**src/rtl/tx_wrr_sched_pkg.sv**
```systemverilog
// Shared types and helpers for the CCI-P Tx weighted round-robin scheduler.
// Latency: n/a (types, constants and a pure combinational pick function).
// Backpressure: n/a.
package tx_sched_pkg;

    localparam int STAT_W = 32;
    // Upper bound on requester count supported by rr_pick.
    localparam int MAX_N  = 32;

    typedef enum logic {
        C1_IDLE  = 1'b0,
        C1_BURST = 1'b1
    } t_c1_state;

    // First set request searching from ptr+1 with wrap; ptr itself is checked last.
    function automatic logic [MAX_N-1:0] rr_pick(input logic [MAX_N-1:0] req,
                                                 input int unsigned       ptr,
                                                 input int unsigned       n);
        logic [MAX_N-1:0] gnt;
        int unsigned      idx;
        gnt = '0;
        for (int unsigned k = 1; k <= MAX_N; k++) begin
            if (k <= n && gnt == '0) begin
                idx = (ptr + k) % n;
                if (req[idx[4:0]]) gnt[idx[4:0]] = 1'b1;
            end
        end
        return gnt;
    endfunction

endpackage

```
**src/rtl/tx_wrr_sched_if.sv**
```systemverilog
// Request/grant/config bundle between the sub-AFU side and tx_wrr_sched.
// Latency: n/a (wires only).
// Backpressure: n/a; optional stat port present when TX_SCHED_STATS_EN is defined.
interface tx_wrr_sched_if
    import tx_sched_pkg::*;
#(
    parameter int N_SUBAFUS = 3,
    parameter int WEIGHT_W  = 4
);
    localparam int IDX_W = $clog2(N_SUBAFUS);

    logic [N_SUBAFUS-1:0] req_c0;
    logic [N_SUBAFUS-1:0] req_c1;
    logic [N_SUBAFUS-1:0] req_c1_sop;
    logic [N_SUBAFUS-1:0] req_c1_eop;
    logic                 in_c0_almFull;
    logic                 in_c1_almFull;
    logic                 cfg_wr_en;
    logic [IDX_W-1:0]     cfg_idx;
    logic [WEIGHT_W-1:0]  cfg_weight;
    logic [N_SUBAFUS-1:0] grant_c0;
    logic [N_SUBAFUS-1:0] grant_c1;
    logic                 c1_burst_active;
`ifdef TX_SCHED_STATS_EN
    logic [IDX_W-1:0]     stat_idx;
    logic [STAT_W-1:0]    stat_c0_cnt;
    logic [STAT_W-1:0]    stat_c1_cnt;
`endif

    modport master (
        output req_c0, req_c1, req_c1_sop, req_c1_eop,
        output in_c0_almFull, in_c1_almFull,
        output cfg_wr_en, cfg_idx, cfg_weight,
        input  grant_c0, grant_c1, c1_burst_active
`ifdef TX_SCHED_STATS_EN
        , output stat_idx
        , input  stat_c0_cnt, stat_c1_cnt
`endif
    );

    modport slave (
        input  req_c0, req_c1, req_c1_sop, req_c1_eop,
        input  in_c0_almFull, in_c1_almFull,
        input  cfg_wr_en, cfg_idx, cfg_weight,
        output grant_c0, grant_c1, c1_burst_active
`ifdef TX_SCHED_STATS_EN
        , input  stat_idx
        , output stat_c0_cnt, stat_c1_cnt
`endif
    );

endinterface

```
**src/rtl/tx_wrr_chan.sv**
```systemverilog
// One channel of weighted round-robin: pointer, credit window and next-grant pick.
// Latency: combinational next grant; caller registers it (grant at t+1).
// Backpressure: i_hold suppresses the grant and freezes pointer and credit.
module tx_wrr_chan
    import tx_sched_pkg::*;
#(
    parameter int N        = 3,
    parameter int WEIGHT_W = 4,
    parameter int IDX_W    = $clog2(N)
) (
    input  logic                  clk,
    input  logic                  rst,
    input  logic [N-1:0]          i_req,
    input  logic                  i_hold,
    input  logic [N*WEIGHT_W-1:0] i_weights,
    output logic [N-1:0]          o_grant,
    output logic [IDX_W-1:0]      o_idx
);

    logic [IDX_W-1:0]    r_ptr, w_ptr_nxt, w_pick_idx;
    logic [WEIGHT_W-1:0] r_credit, w_credit_nxt, w_load;
    // Until the first pick the search starts at requester 0 rather than ptr+1.
    logic                r_started, w_started_nxt;
    logic [N-1:0]        w_pick, w_cur;
    logic [MAX_N-1:0]    w_req_full, w_pick_full;

    // Round-robin candidate and its credit load (weight 0 behaves as 1).
    always_comb begin
        w_req_full         = '0;
        w_req_full[N-1:0]  = i_req;
        w_pick_full        = rr_pick(w_req_full, r_started ? 32'(r_ptr) : 32'(N - 1), 32'(N));
        w_pick             = w_pick_full[N-1:0];
        w_pick_idx         = '0;
        for (int i = 0; i < N; i++) begin
            if (w_pick[i]) w_pick_idx = IDX_W'(i);
        end
        w_load = i_weights[w_pick_idx*WEIGHT_W +: WEIGHT_W];
        if (w_load != '0) w_load = w_load - WEIGHT_W'(1);
        w_cur        = '0;
        w_cur[r_ptr] = 1'b1;
    end

    // Keep the current owner while it has credit, else pick; clear credit when idle.
    always_comb begin
        o_grant       = '0;
        w_ptr_nxt     = r_ptr;
        w_credit_nxt  = r_credit;
        w_started_nxt = r_started;
        if (!i_hold) begin
            if (r_started && r_credit != '0 && i_req[r_ptr]) begin
                o_grant      = w_cur;
                w_credit_nxt = r_credit - WEIGHT_W'(1);
            end else if (|i_req) begin
                o_grant       = w_pick;
                w_ptr_nxt     = w_pick_idx;
                w_credit_nxt  = w_load;
                w_started_nxt = 1'b1;
            end else begin
                w_credit_nxt = '0;
            end
        end
        o_idx = w_ptr_nxt;
    end

    // Pointer and credit state.
    always_ff @(posedge clk or posedge rst) begin
        if (rst) begin
            r_ptr     <= '0;
            r_credit  <= '0;
            r_started <= 1'b0;
        end else begin
            r_ptr     <= w_ptr_nxt;
            r_credit  <= w_credit_nxt;
            r_started <= w_started_nxt;
        end
    end

endmodule

```
**src/rtl/tx_wrr_sched.sv**
```systemverilog
// WRR scheduler for CCI-P Tx C0/C1 with C1 burst lock; optional stats via TX_SCHED_STATS_EN.
// Latency: request sampled at cycle t yields a registered one-hot grant at t+1.
// Backpressure: almFull stops C0 grants and C1 burst starts; an open C1 burst runs to eop.
module tx_wrr_sched
    import tx_sched_pkg::*;
#(
    parameter int N_SUBAFUS      = 3,
    parameter int WEIGHT_W       = 4,
    parameter int DEFAULT_WEIGHT = 1
) (
    input  logic          clk,
    input  logic          reset,
    tx_wrr_sched_if.slave bus
);

    localparam int IDX_W = $clog2(N_SUBAFUS);

    logic [N_SUBAFUS*WEIGHT_W-1:0] r_weights;
    logic [N_SUBAFUS-1:0]          r_grant_c0, r_grant_c1;
    logic [N_SUBAFUS-1:0]          w_c0_pick, w_c1_pick, w_c1_grant, w_owner_vec;
    logic [IDX_W-1:0]              w_c0_idx, w_c1_idx, r_owner, w_owner_nxt;
    t_c1_state                     r_state, w_state_nxt;
    logic                          w_c1_hold;

    // Runtime weight table; out-of-range indices are dropped.
    always_ff @(posedge clk or posedge reset) begin
        if (reset) begin
            for (int i = 0; i < N_SUBAFUS; i++)
                r_weights[i*WEIGHT_W +: WEIGHT_W] <= WEIGHT_W'(DEFAULT_WEIGHT);
        end else if (bus.cfg_wr_en && 32'(bus.cfg_idx) < N_SUBAFUS) begin
            r_weights[bus.cfg_idx*WEIGHT_W +: WEIGHT_W] <= bus.cfg_weight;
        end
    end

    tx_wrr_chan #(.N(N_SUBAFUS), .WEIGHT_W(WEIGHT_W)) u_c0 (
        .clk(clk), .rst(reset), .i_req(bus.req_c0), .i_hold(bus.in_c0_almFull),
        .i_weights(r_weights), .o_grant(w_c0_pick), .o_idx(w_c0_idx)
    );

    // During a burst the arbiter is frozen so credit is charged only at the sop pick.
    assign w_c1_hold = (r_state == C1_BURST) || bus.in_c1_almFull;

    tx_wrr_chan #(.N(N_SUBAFUS), .WEIGHT_W(WEIGHT_W)) u_c1 (
        .clk(clk), .rst(reset), .i_req(bus.req_c1), .i_hold(w_c1_hold),
        .i_weights(r_weights), .o_grant(w_c1_pick), .o_idx(w_c1_idx)
    );

    // C1 burst FSM: open on sop-without-eop, lock to owner, close on owner's eop.
    always_comb begin
        w_state_nxt          = r_state;
        w_owner_nxt          = r_owner;
        w_c1_grant           = '0;
        w_owner_vec          = '0;
        w_owner_vec[r_owner] = 1'b1;
        case (r_state)
            C1_IDLE: begin
                w_c1_grant = w_c1_pick;
                if (|w_c1_pick && bus.req_c1_sop[w_c1_idx] && !bus.req_c1_eop[w_c1_idx]) begin
                    w_state_nxt = C1_BURST;
                    w_owner_nxt = w_c1_idx;
                end
            end
            C1_BURST: begin
                if (bus.req_c1[r_owner]) begin
                    w_c1_grant = w_owner_vec;
                    if (bus.req_c1_eop[r_owner]) w_state_nxt = C1_IDLE;
                end
            end
            default: w_state_nxt = C1_IDLE;
        endcase
    end

    // Registered grants and burst state.
    always_ff @(posedge clk or posedge reset) begin
        if (reset) begin
            r_grant_c0 <= '0;
            r_grant_c1 <= '0;
            r_state    <= C1_IDLE;
            r_owner    <= '0;
        end else begin
            r_grant_c0 <= w_c0_pick;
            r_grant_c1 <= w_c1_grant;
            r_state    <= w_state_nxt;
            r_owner    <= w_owner_nxt;
        end
    end

    assign bus.grant_c0        = r_grant_c0;
    assign bus.grant_c1        = r_grant_c1;
    assign bus.c1_burst_active = (r_state == C1_BURST);

`ifdef TX_SCHED_STATS_EN
    logic [STAT_W-1:0] r_c0_cnt [N_SUBAFUS];
    logic [STAT_W-1:0] r_c1_cnt [N_SUBAFUS];

    // Saturating per-requester grant counters, fed from the issued grants.
    always_ff @(posedge clk or posedge reset) begin
        if (reset) begin
            for (int i = 0; i < N_SUBAFUS; i++) begin
                r_c0_cnt[i] <= '0;
                r_c1_cnt[i] <= '0;
            end
        end else begin
            for (int i = 0; i < N_SUBAFUS; i++) begin
                if (r_grant_c0[i] && r_c0_cnt[i] != '1) r_c0_cnt[i] <= r_c0_cnt[i] + STAT_W'(1);
                if (r_grant_c1[i] && r_c1_cnt[i] != '1) r_c1_cnt[i] <= r_c1_cnt[i] + STAT_W'(1);
            end
        end
    end

    // Combinational counter read; out-of-range index reads zero.
    always_comb begin
        bus.stat_c0_cnt = '0;
        bus.stat_c1_cnt = '0;
        if (32'(bus.stat_idx) < N_SUBAFUS) begin
            bus.stat_c0_cnt = r_c0_cnt[bus.stat_idx];
            bus.stat_c1_cnt = r_c1_cnt[bus.stat_idx];
        end
    end
`endif

endmodule

```
**src/flat_wrapper.sv**
```systemverilog
// flat-port wrapper written by rule: the top's interface ports become plain ports
module tx_wrr_sched_flat import tx_sched_pkg::*;
#(
    parameter int N_SUBAFUS      = 3,
    parameter int WEIGHT_W       = 4,
    parameter int DEFAULT_WEIGHT = 1
)
  (clk, reset, bus_req_c0, bus_req_c1, bus_req_c1_sop, bus_req_c1_eop, bus_in_c0_almFull, bus_in_c1_almFull, bus_cfg_wr_en, bus_cfg_idx, bus_cfg_weight, bus_grant_c0, bus_grant_c1, bus_c1_burst_active);
  tx_wrr_sched_if #(.N_SUBAFUS(N_SUBAFUS), .WEIGHT_W(WEIGHT_W)) bus_i ();
  input  logic clk;
  input  logic reset;
  input wire logic [$bits(bus_i.req_c0)-1:0] bus_req_c0;
  input wire logic [$bits(bus_i.req_c1)-1:0] bus_req_c1;
  input wire logic [$bits(bus_i.req_c1_sop)-1:0] bus_req_c1_sop;
  input wire logic [$bits(bus_i.req_c1_eop)-1:0] bus_req_c1_eop;
  input wire logic [$bits(bus_i.in_c0_almFull)-1:0] bus_in_c0_almFull;
  input wire logic [$bits(bus_i.in_c1_almFull)-1:0] bus_in_c1_almFull;
  input wire logic [$bits(bus_i.cfg_wr_en)-1:0] bus_cfg_wr_en;
  input wire logic [$bits(bus_i.cfg_idx)-1:0] bus_cfg_idx;
  input wire logic [$bits(bus_i.cfg_weight)-1:0] bus_cfg_weight;
  output wire logic [$bits(bus_i.grant_c0)-1:0] bus_grant_c0;
  output wire logic [$bits(bus_i.grant_c1)-1:0] bus_grant_c1;
  output wire logic [$bits(bus_i.c1_burst_active)-1:0] bus_c1_burst_active;
  assign bus_i.req_c0 = bus_req_c0;
  assign bus_i.req_c1 = bus_req_c1;
  assign bus_i.req_c1_sop = bus_req_c1_sop;
  assign bus_i.req_c1_eop = bus_req_c1_eop;
  assign bus_i.in_c0_almFull = bus_in_c0_almFull;
  assign bus_i.in_c1_almFull = bus_in_c1_almFull;
  assign bus_i.cfg_wr_en = bus_cfg_wr_en;
  assign bus_i.cfg_idx = bus_cfg_idx;
  assign bus_i.cfg_weight = bus_cfg_weight;
  assign bus_grant_c0 = bus_i.grant_c0;
  assign bus_grant_c1 = bus_i.grant_c1;
  assign bus_c1_burst_active = bus_i.c1_burst_active;
  tx_wrr_sched #(.N_SUBAFUS(N_SUBAFUS), .WEIGHT_W(WEIGHT_W), .DEFAULT_WEIGHT(DEFAULT_WEIGHT)) u_core (.clk(clk), .reset(reset), .bus(bus_i));
endmodule
```
**config.mk**
```make
export PLATFORM = sky130hd
export DESIGN_NAME = tx_wrr_sched_flat
export DESIGN_NICKNAME = d
export VERILOG_FILES = /design/src/rtl/tx_wrr_sched_pkg.sv /design/src/rtl/tx_wrr_sched_if.sv /design/src/rtl/tx_wrr_chan.sv /design/src/rtl/tx_wrr_sched.sv /design/src/flat_wrapper.sv
export SDC_FILE = /design/constraint.sdc
export NUM_CORES = 1
export LEC_CHECK = 0
export CAP_MARGIN = 0
export CORE_MARGIN = 2
export CORE_UTILIZATION = 50
export DETAILED_ROUTE_END_ITERATION = 12
export PLACE_DENSITY_LB_ADDON = 0.1
export SYNTH_ARGS = -nofsm -noshare
export SYNTH_HDL_FRONTEND = slang
export SYNTH_SLANG_ARGS = --single-unit
```
**constraint.sdc**
```tcl
create_clock -name clk -period 8.5 [get_ports clk]
set_clock_uncertainty 0.1 [all_clocks]
set_input_delay 2.125 -clock clk [delete_from_list [all_inputs] [get_ports clk]]
set_output_delay 2.125 -clock clk [all_outputs]
set_load 0.01 [all_outputs]
```
### After elaboration in Yosys (flattened, before gate mapping)

Cells that the tools add are included.
Widths: inputs -> output; s select.

* register bits: 35

* add/subtract/negate cells: 11
* divide/modulo/power cells: 6
* magnitude comparators: 20
* shift operators: 4
* multiplexer cells: 80
* bitwise operators: 9
* reductions and logical operators: 32

Operator list (number)
* $mod 32x2->32 const B: 6
* $mux 32: 6
* $add 32x2->32 const B: 4
* $logic_not 32->1: 4
* $add 32x1->32 const B: 2
* $or 32x32->32: 2
* $lt 5x6->1 const B: 6
* $neg 4->34: 1
* $shift 4x34->12 const A: 1
* $shiftx 4x34->12: 1
* $mux 3: 11
* $bmux 1 s5: 6
* $demux 1 s5: 6
* $ge 5x1->1 const B: 6
* $mux 1: 26
* $mux 4: 6
* $shiftx 12x5->4: 2
* $logic_and 1x1->1: 16
* $reduce_bool 4->1: 4
* $sub 4x1->4 const B: 4
* $mux 2: 7
* $bmux 1 s2: 6
* $bwmux 12: 1
* $lt 2x3->1 const B: 4
* 12 further kinds: 24

### Logic depth before layout (Yosys ltp)

* depth after elaboration: 25
* depth in mapped cells: 14

### Modules after synthesis

Synthesis repeated with hierarchy kept, for this count alone.

* cell total of the unflattened synthesis: 356
* area, all modules: 3129.3 um^2

By module, submodules not included
* tx_wrr_chan at u_core.u_c1: instances 1, cells an instance 138, area an instance 1094.8 um^2
* tx_wrr_chan at u_core.u_c0: instances 1, cells an instance 131, area an instance 1069.8 um^2
* tx_wrr_sched: instances 1, cells an instance 87, area an instance 964.7 um^2

### Worst setup path after synthesis

Ideal clock, no wire load.

* path type: input to register
* start point: input bus_req_c0[2]
* end point: register u_core.u_c0.r_credit[1]
* library setup time: 78 ps
* data arrival time: 4483 ps
* data required time: 8322 ps
* slack: 3839 ps
* cell stages on the path: 10
* buffers on the path: 0
* cells stage by stage: nand2b_1 > a221o_1 > a41o_1 > a31oi_4 > mux2_1 > mux2i_2 > ha_1 > nor3b_2 > mux2_1 > o21ai_1

* word-level cells in the longest chain between the ends: 16
* elaborated cells on any way between the ends: 27
* those cells by class: 1 x add/sub; 1 x shift; 18 x mux; 2 x bitwise; 5 x reduce/logical

Ends and longest elaborated chain
* start, declared: RTL line flat_wrapper.sv:12 `input wire logic [$bits(bus_i.req_c0)-1:0] bus_req_c0;`
* branches (longest 15 deep; another with $sub 4x1->4)
* $mux 4 (*): RTL line tx_wrr_chan.sv:50 `if (r_started && r_credit != '0 && i_req[r_ptr]) begin`
* end signal, assigned: RTL line tx_wrr_chan.sv:73 `r_credit <= w_credit_nxt;`
* end, declared: RTL line tx_wrr_chan.sv:21 `logic [WEIGHT_W-1:0] r_credit, w_credit_nxt, w_load;`

Mark *: on every way between the ends. The select of a mux whose other input is x is not followed.
A chain may end at the register's enable or synchronous reset.

### Final worst setup path

* start point: input bus_req_c0[0]
* end point: register u_core.u_c0.r_credit[1]

The elaborated chain is that of the path after synthesis.

==> out/metrics.cfg <==
[status]
status = complete, no violations

[global_routing]
grt_use_met3 = 0.03258
grt_use_met2 = 0.3608
grt_pass1_wl_um = 10950
top_usage_layer = met2
grt_max_degree = 36
grt_overflow_total = 0
antenna_found_initial = 0
grt_pass1_vias = 2442
gr-usage-met1 = 0.2726
grt_usage = 0.2129

[floorplan]
fp.dieW_um = 80.51
core_mm2 = 0.005574
die_area_mm2 = 0.006481
dieHeight_um = 80.51
start_util = 0.5250
io_pins = 30
placementRows = 27

[setup_path]
worstPathRequired_ns = 8.61
worstPathArrival_ns = 5.31
start_kind = input pin
end_kind = flop
crit_fanout = 6
critical_path_class = in -> reg

[yosys]
yosys-top-cells-area = dfrtp_1 27%, ha_1 9.8%, mux2i_1 5.8%
synth_top_area_cell = dfrtp_1
avgSynthCellArea_um2 = 8.922
ys_seq_area_frac = 0.3006
synthSimpleGateAreaFrac = 0.2133
synthMuxAreaShare = 0.07439
syn_area_mm2 = 0.002927
synth_fa_ha_area_frac = 0.09833
synth_top_family_by_area = compound AO/OA/AOI/OAI gates
synth_edf_count = 0
synth-main-ff-cell = dfrtp_1
ys_warn_count = 0
synth_cells = 328
synth.distinct_cells = 67
async_flop_share = 1.000
synth-xor-area-share = 0.01197
synth_seq_cells = 35
synth.top_cell.area_share = 0.2736
syn-num-nets = 374
synth_compound_area_frac = 0.2608

[job]
cap_violations = 0

[min_path]
min_path_type = reg -> reg

[timing]
worstMarginPinSlew_ns = 0.7613
fin_crit_sh = 0.6115
finalMaxSlewViolations = 0
rsz0062_at_grt = no
setup_tns_ns = 0
whs_ns = 0.4238
hold_viol_final = 0
relSlewSlack = 0.4853
setup_violations = 0
min_period_ns = 5.197
max_freq_mhz = 192.4

[place]
portBuffers = 29
dp_hpwl_um = 4896
gp_congestion = 0.8810

[clock_network]
clock_path_buffers = 2
cts_buffers = 5
postCtsSetupRepairBufs = 0
cts_resized = 0
clkTransAtPathRegs_ns = 0.07
clock_tree.root_cell = clkbuf_8
clock-sinks = 35
cts_tree = yes
cts_hold_buf = 0
htreeDepth = 2
clk_latency_ns = 0.29

[drt]
drt_pass1_iterations = 4
route.detailed.drc = 0
wl_per_cell_um = 14.89
ant_nets = 0
vias_per_cell = 5.935
wl_um = 6388
vias = 2546
drt_iter0_markers = 108

[cells_and_area]
fin_nets = 402
drive_gt1_frac = 0.08403
diodes = 0
area_delta_synth_final_pct = 15.22

[power]
leakage_nw = 1.457
p_per_area_mw_per_mm2 = 343.5
ir_drop_mv = 0.1731

report_power, final:
part / total (mW) / internal, mW / switching [mW]
Combinational: 0.744 / 0.317 / 0.427
Sequential: 0.259 / 0.212 / 0.0470
Clock: 0.155 / 0.0874 / 0.0675
final cells by class:
cell class	count	area (µm²)
clock buffers	5	68.82
clock inverters	3	43.79
fillers	496	2202
inverters	17	63.81
multi-input cells	267	1928
flip-flops and latches	35	879.6
well taps	72	90.09
repair buffers	30	297.8
worst max-delay path, cell delays in order:
cell and delay (ns):
clkdlybuf4s50_1 0.57, nand3b_1 0.11, a221o_1 0.38, a41o_1 0.27, a31oi_4 0.27, mux2_1 0.37, mux2i_2 0.25, ha_1 0.25
nor3b_2 0.24, mux2_1 0.34, o21ai_1 0.12
cells by family after synthesis:
family                   Yosys count
AO/OA/AOI/OAI                     97
XOR/XNOR                           4
adder cells (fa/ha/maj)           23
buffers and inverters             26
flip-flops                        35
multiplexers                      21
AND/OR/NAND/NOR                  122
flip-flops by register name (all words and copies together), names as in the netlist:
signal                      flops
u_core.r_weights               12
u_core.u_c0.r_credit            4
u_core.u_c1.r_credit            4
u_core.bus.grant_c0             3
u_core.bus.grant_c1             3
u_core.r_owner                  2
u_core.u_c0.r_ptr               2
u_core.u_c1.r_ptr               2
u_core.bus.c1_burst_active      1
u_core.u_c0.r_started           1
u_core.u_c1.r_started           1
per-layer routing:
layer,part of all wire,vias up
met5,0,-
met4,0.022,0
met3,0.042,13
met2,0.47,53
met1,0.46,1211
li1,-,1269
synth_stat cells (all sizes together), types with 3 or more instances:
cell type and count:
a31oi 4, nand2b 13, or2 3, mux2 3, a21oi 10, nand3b 6
nor3b 3, inv 17, a211oi 4, nor2b 5, a32o 4, a22o 8
nor3 11, o221ai 3, buf 7, o31ai 5, mux2i 18, o21a 3
nor2 25, nand3 9, nand2 35, ha 23, dfstp 3, o21ai 27
dfrtp 32, a21o 3
cell usage in the layout, fill, tap and decap left out, types with 4 or more instances in the layout:
cell type        netlist  final
nand2_1               35     35
dfrtp_1               32     32
clkdlybuf4s50_1        0     29
nor2_1                25     25
ha_1                  23     23
o21ai_0               21     21
mux2i_1               17     17
inv_1                 17     17
nand2b_1              13     13
nor3_1                11     11
nand3_1                9      9
a21oi_1                8      8
a22o_1                 8      8
nand3b_1               6      6
o21ai_1                6      6
clkbuf_8               0      5
o31ai_1                4      4
a32o_1                 4      4
nor2b_1                4      4
through the flow:
stage	cell area, µm²	power [mW]	instances	util	setup slack [ns]
2_1_floorplan	2927	0.8584	328	-	3.839
3_3_place_gp	3259	0.9896	421	0.5847	3.139
3_5_place_dp	3259	1.003	421	0.5847	3.037
4_1_cts	3372	1.161	429	0.6049	3.329
5_1_grt	3372	1.263	429	0.6049	3.092
6_report	3372	1.158	429	0.6049	3.303
worst paths after layout:
check	start	to	slack (ns)	cells past startpoint
worst max-delay path	bus_req_c0[0]	u_core.u_c0.r_credit[1]	3.30	11
worst min-delay path	u_core.r_weights[0]	u_core.r_weights[0]	0.42	2
worst max register to register	u_core.u_c0.r_ptr[1]	u_core.u_c0.r_credit[1]	4.45	12
worst min register to register	u_core.r_weights[0]	u_core.r_weights[0]	0.42	2
max in group asynchronous	reset	u_core.r_weights[0]	5.82	3
min in group asynchronous	reset	u_core.u_c0.r_credit[3]	2.13	3
(Power assumes the default switching activity.)
